## config.mk

```make
export PLATFORM = sky130hd
export DESIGN_NAME = _ser_tx
export DESIGN_NICKNAME = d
export VERILOG_FILES = /design/src/rtl/mcs51_ser_pkg.sv /design/src/rtl/_ser_tick16.sv /design/src/rtl/_ser_tx.sv
export SDC_FILE = /design/constraint.sdc
export NUM_CORES = 1
export LEC_CHECK = 0
export CAP_MARGIN = 20
export CORE_MARGIN = 5
export CORE_UTILIZATION = 56
export CTS_CLUSTER_SIZE = 8
export DETAILED_ROUTE_END_ITERATION = 10
export GPL_TIMING_DRIVEN = 0
export PLACE_DENSITY = 0.84
export SYNTH_ARGS = -nofsm -noshare
export SYNTH_HDL_FRONTEND = slang
export SYNTH_SLANG_ARGS = --single-unit
```

## constraint.sdc

```tcl
create_clock -name CLK -period 5.01 [get_ports CLK]
set_input_delay 1.002 -clock CLK [delete_from_list [all_inputs] [get_ports CLK]]
set_output_delay 1.002 -clock CLK [all_outputs]
set_load 0.01 [all_outputs]
```

## src/rtl/mcs51_ser_pkg.sv

```systemverilog
// Shared encodings for the MCS-51 serial port: SCON mode codes, transmitter
// state encoding and frame-length constants.
package mcs51_ser_pkg;

   localparam logic [1:0] MODE_0 = 2'b00;
   localparam logic [1:0] MODE_1 = 2'b01;
   localparam logic [1:0] MODE_2 = 2'b10;
   localparam logic [1:0] MODE_3 = 2'b11;

   typedef enum logic [2:0] {
      ST_IDLE  = 3'd0,
      ST_ARMED = 3'd1,
      ST_START = 3'd2,
      ST_DATA  = 3'd3,
      ST_NINTH = 3'd4,
      ST_STOP  = 3'd5
   } tx_state_e;

   localparam int FRAME_BITS_8 = 10;
   localparam int FRAME_BITS_9 = 11;

   // Bit periods in one frame, start and stop included.
   function automatic int frame_bits(input logic nine_bit);
      return nine_bit ? FRAME_BITS_9 : FRAME_BITS_8;
   endfunction

endpackage

```

## src/rtl/_ser_tick16.sv

```systemverilog
// OVS-modulo oversample tick counter; bit_done_o marks the OVS-th tick of a
// bit period. Shared by the serial transmitter and receiver.
module _ser_tick16 #(
   parameter int OVS = 16
) (
   input  logic CLK,
   input  logic RST,
   input  logic clr_i,
   input  logic tick_i,
   output logic bit_done_o
);

   localparam int CW = (OVS > 2) ? $clog2(OVS) : 1;

   logic [CW-1:0] cnt_q, cnt_d;

   assign bit_done_o = tick_i && !clr_i && (cnt_q == CW'(OVS - 1));

   always_comb begin
      cnt_d = cnt_q;
      if (clr_i) begin
         cnt_d = '0;
      end else if (tick_i) begin
         cnt_d = bit_done_o ? '0 : cnt_q + 1'b1;
      end
   end

   always_ff @(posedge CLK or posedge RST) begin
      if (RST) cnt_q <= '0;
      else     cnt_q <= cnt_d;
   end

endmodule

```

## src/rtl/_ser_tx.sv

```systemverilog
// MCS-51 UART transmitter for modes 1/2/3: serialises SBUF LSB-first with
// start, optional TB8 and stop bits, raising TI at the start of the stop bit.
module _ser_tx
   import mcs51_ser_pkg::*;
#(
   parameter int OVS = 16,
   parameter int DW  = 8
) (
   input  logic          CLK,
   input  logic          RST,
   input  logic [1:0]    MODE,
   input  logic          TB8,
   input  logic          TX_TICK,
   input  logic          WR,
   input  logic [DW-1:0] DIN,
   output logic          TXD,
   output logic          TI_SET,
   output logic          BUSY,
   output tx_state_e     DBG_STATE
);

   localparam int BCW = (DW > 2) ? $clog2(DW) : 1;

   tx_state_e      state_q, state_d;
   logic [DW-1:0]  shift_q, shift_d;
   logic [BCW-1:0] bit_q, bit_d;
   logic           ninth_q, ninth_d;
   logic           nine_q, nine_d;
   logic           txd_q, txd_d;
   logic           ti_q, ti_d;
   logic           busy_q, busy_d;
   logic           cnt_clr;
   logic           bit_done;

   // Counter is held clear until the arming tick so the start bit gets a full OVS ticks.
   assign cnt_clr = (state_q == ST_IDLE) || (state_q == ST_ARMED);

   _ser_tick16 #(.OVS(OVS)) u_tick (
      .CLK        (CLK),
      .RST        (RST),
      .clr_i      (cnt_clr),
      .tick_i     (TX_TICK),
      .bit_done_o (bit_done)
   );

   always_comb begin
      state_d = state_q;
      shift_d = shift_q;
      bit_d   = bit_q;
      ninth_d = ninth_q;
      nine_d  = nine_q;
      txd_d   = txd_q;
      busy_d  = busy_q;
      ti_d    = 1'b0;
      case (state_q)
         ST_IDLE: begin
            if (WR && (MODE != MODE_0)) begin
               shift_d = DIN;
               ninth_d = TB8;
               nine_d  = MODE[1];
               busy_d  = 1'b1;
               state_d = ST_ARMED;
            end
         end
         ST_ARMED: begin
            if (TX_TICK) begin
               txd_d   = 1'b0;
               state_d = ST_START;
            end
         end
         ST_START: begin
            if (bit_done) begin
               txd_d   = shift_q[0];
               shift_d = shift_q >> 1;
               bit_d   = '0;
               state_d = ST_DATA;
            end
         end
         ST_DATA: begin
            if (bit_done) begin
               if (bit_q == BCW'(DW - 1)) begin
                  if (nine_q) begin
                     txd_d   = ninth_q;
                     state_d = ST_NINTH;
                  end else begin
                     txd_d   = 1'b1;
                     ti_d    = 1'b1;
                     state_d = ST_STOP;
                  end
               end else begin
                  txd_d   = shift_q[0];
                  shift_d = shift_q >> 1;
                  bit_d   = bit_q + 1'b1;
               end
            end
         end
         ST_NINTH: begin
            if (bit_done) begin
               txd_d   = 1'b1;
               ti_d    = 1'b1;
               state_d = ST_STOP;
            end
         end
         ST_STOP: begin
            if (bit_done) begin
               busy_d  = 1'b0;
               state_d = ST_IDLE;
            end
         end
         default: state_d = ST_IDLE;
      endcase
   end

   always_ff @(posedge CLK or posedge RST) begin
      if (RST) begin
         state_q <= ST_IDLE;
         shift_q <= '0;
         bit_q   <= '0;
         ninth_q <= 1'b0;
         nine_q  <= 1'b0;
         txd_q   <= 1'b1;
         ti_q    <= 1'b0;
         busy_q  <= 1'b0;
      end else begin
         state_q <= state_d;
         shift_q <= shift_d;
         bit_q   <= bit_d;
         ninth_q <= ninth_d;
         nine_q  <= nine_d;
         txd_q   <= txd_d;
         ti_q    <= ti_d;
         busy_q  <= busy_d;
      end
   end

   assign TXD       = txd_q;
   assign TI_SET    = ti_q;
   assign BUSY      = busy_q;
   assign DBG_STATE = state_q;

endmodule

```

==> run metrics <==
io pins=21; #FFs+latches synth=23; Synth async-reset ratio=100%; remaining antenna violation count=0; Routed WL per cell=13.5 um; register area share after synthesis=46.2%; global-route wire length before repair=4260 um; cts hold-fix bufs=0; GRT overflow=0; CTS H-Tree Depth=1; fin crit share=50.0%; residual DRC count=0; yosys warns=0; RD Place Congestion=0.865; vias in the first global route=994; RSZ-0062 raised after global routing=false; cell area after synthesis=0.00125 mm2; Worst-Margin Slew=0.845 ns; Rows=17; post-CTS setup buffers=0; Clk pin slew, worst setup/hold paths=0.12 ns; clk sink count=23; pre-CTS WS=2.18 ns; Top FF cell, synth=dfrtp_1; Syn Inst Count=121; setup slack after layout=2.51 ns; crit path time final=2.50 ns; slowest CP cell=clkdlybuf4s50_1; Power Density=427 mW/mm2; Synth cell types=33; die height=57.2 um; hpwl dp=1740 um; Clock Root Buffer=clkbuf_4; final core occ=69.1%; area delta synth->final=20.1%; Slew HR=43.6%; cts bufs inserted=3; Max Slew Vio Count=0; max incr delay on CP=0.48 ns; # placed instances=168; number of vias per cell=5.63; Mean Syn Cell Area=10.3 um2; CP Launch Type=input pin; Core Area=0.00217 mm2; CP Capture Type=flip-flop; fraction of layout cells with a size suffix above 1=18.1%; R2R Setup Slk=3.14 ns; most common cell after layout, fill and taps aside=dfrtp_1; worst-path fanout max=8; Final Setup Violations=0; Lkg Pwr=0.648 nW; TritonCTS clock tree=done; PortBufs=19; final WL=2320 um; Syn Nets=140; VDD IR max=0.315 mV; CTS Buffer Depth=2; fmax=399 MHz; final hold violation count=0; Worst-Skew Late Latency=0.31 ns; Finished Layout Cells=172; die extent in x=57.2 um; outcome=complete, no violations; Layout Skew=0.00451 ns; Max-Cap Viols=0; Crit Path Category=in2reg; setup tns final=0 ns; via count=969; type of the worst min-delay path=reg2reg; Total GRT Usage=16.1%; Initial Utilization=57.6%; DIE AREA=0.00327 mm2; ant diodes=0; pin count of the biggest net entering global routing=24; number of synthesized flops with an enable pin=0; initial antenna violation count=0; DRT iter0 DRCs=15; Critical Path AT=2.71 ns; filler instances=176; fin nets=164; post-CTS sizing=0; Req. time, crit path=5.22 ns; commonest cells after routing, fill and taps aside=dfrtp_1 (22), clkdlybuf4s50_1 (19), nand2_1 (15), mux2_2 (15), nor2_1 (10); crit path cell chain=clkdlybuf4s50_1, o21ai_0, nor4_2, a21o_1, buf_4, mux2_2; DR pass1 iterations=6
routing by layer:
metal	vias up	global-route usage [%]	wire length, um	share of wire (%)
li1	478	-	-	-
met2	25	27.7	1160	50
met3	4	2.49	111	4.8
met1	462	20.1	1020	44
met4	0	6.29	32	1.4
met5	-	0	0	0
cells in the mapped netlist, types with 2 or more instances:
cell / count / area, um2
o311ai_0: 2 / 17.5
buf_4: 2 / 15.0
o21ai_0: 6 / 30.0
inv_1: 4 / 15.0
or3_1: 2 / 12.5
nand2_1: 15 / 56.3
nand3_1: 6 / 30.0
a21oi_1: 6 / 30.0
ha_1: 4 / 50.1
nand2b_1: 4 / 25.0
nor2_1: 10 / 37.5
mux2i_1: 2 / 20.0
clkbuf_1: 2 / 7.51
dfrtp_1: 22 / 551
buf_2: 2 / 10.0
mux2_2: 15 / 169
power breakdown:
group / internal [mW] / switching, mW
clock network: 0.0311 / 0.0550
registers: 0.251 / 0.0562
logic: 0.132 / 0.115
total: 0.414 / 0.226
registers in the layout, summed over array words and instances (netlist names):
signal / cells
DBG_STATE: 3
u_tick.cnt_q: 4
BUSY: 1
TI_SET: 1
shift_q: 8
nine_q: 1
ninth_q: 1
bit_q: 3
TXD: 1
layout make-up:
class	count	area, um2	share of cell area (%)
multi-input combinational	87	613	40.9
sequential	23	577	38.4
timing repair buffer	19	190	12.7
buffer	7	43.8	2.92
tap	28	35.0	2.34
clock buffer	4	26.3	1.75
inverter	4	15.0	1.00
cells by family (layout without fill, tap and decap cells):
logic type / count (synthesis) / after routing / synth area share [%]
DFF: 23 / 23 / 46.2
xor gates and xnor gates: 1 / 1 / 0.702
adders and majority gates: 4 / 4 / 4.01
buffers and inverters: 11 / 34 / 4.71
and+or+nand+nor: 43 / 43 / 17.8
AOI/OAI and AO/OA: 22 / 22 / 11.4
muxes: 17 / 17 / 15.1
through the flow:
stage / area [um2] / power, mW / hold slack [ns]
finish: 1500 / 0.641 / 0.517
global route: 1500 / 0.696 / 0.544
CTS: 1500 / 0.645 / 0.519
detailed placement: 1470 / 0.558 / 0.491
global placement: 1470 / 0.544 / 0.488
floorplan: 1250 / 0.486 / 0.472
worst max-delay path, delay by kind of cell:
| kind | cells | cell delay (ns) |
|---|---|---|
| buffers and inverters | 2 | 0.64 |
| AND/OR/NAND/NOR | 1 | 0.43 |
| multiplexers | 1 | 0.34 |
| AO/OA/AOI/OAI | 2 | 0.31 |
path summary, 6_finish.rpt:
check | from | to | cells past startpoint
min in group asynchronous | RST | nine_q$_DFFE_PP0P_ | 2
setup / recovery | MODE[1] | shift_q[4]$_DFFE_PP0P_ | 6
max in group asynchronous | RST | DBG_STATE[0]$_DFFE_PP0P_ | 2
setup reg to reg | u_tick.cnt_q[0]$_DFFE_PP0P_ | bit_q[0]$_DFFE_PP0P_ | 6
hold reg to reg | shift_q[2]$_DFFE_PP0P_ | shift_q[2]$_DFFE_PP0P_ | 1
hold / removal | shift_q[2]$_DFFE_PP0P_ | shift_q[2]$_DFFE_PP0P_ | 1
Note: power is estimated with default switching activity, not from simulation.
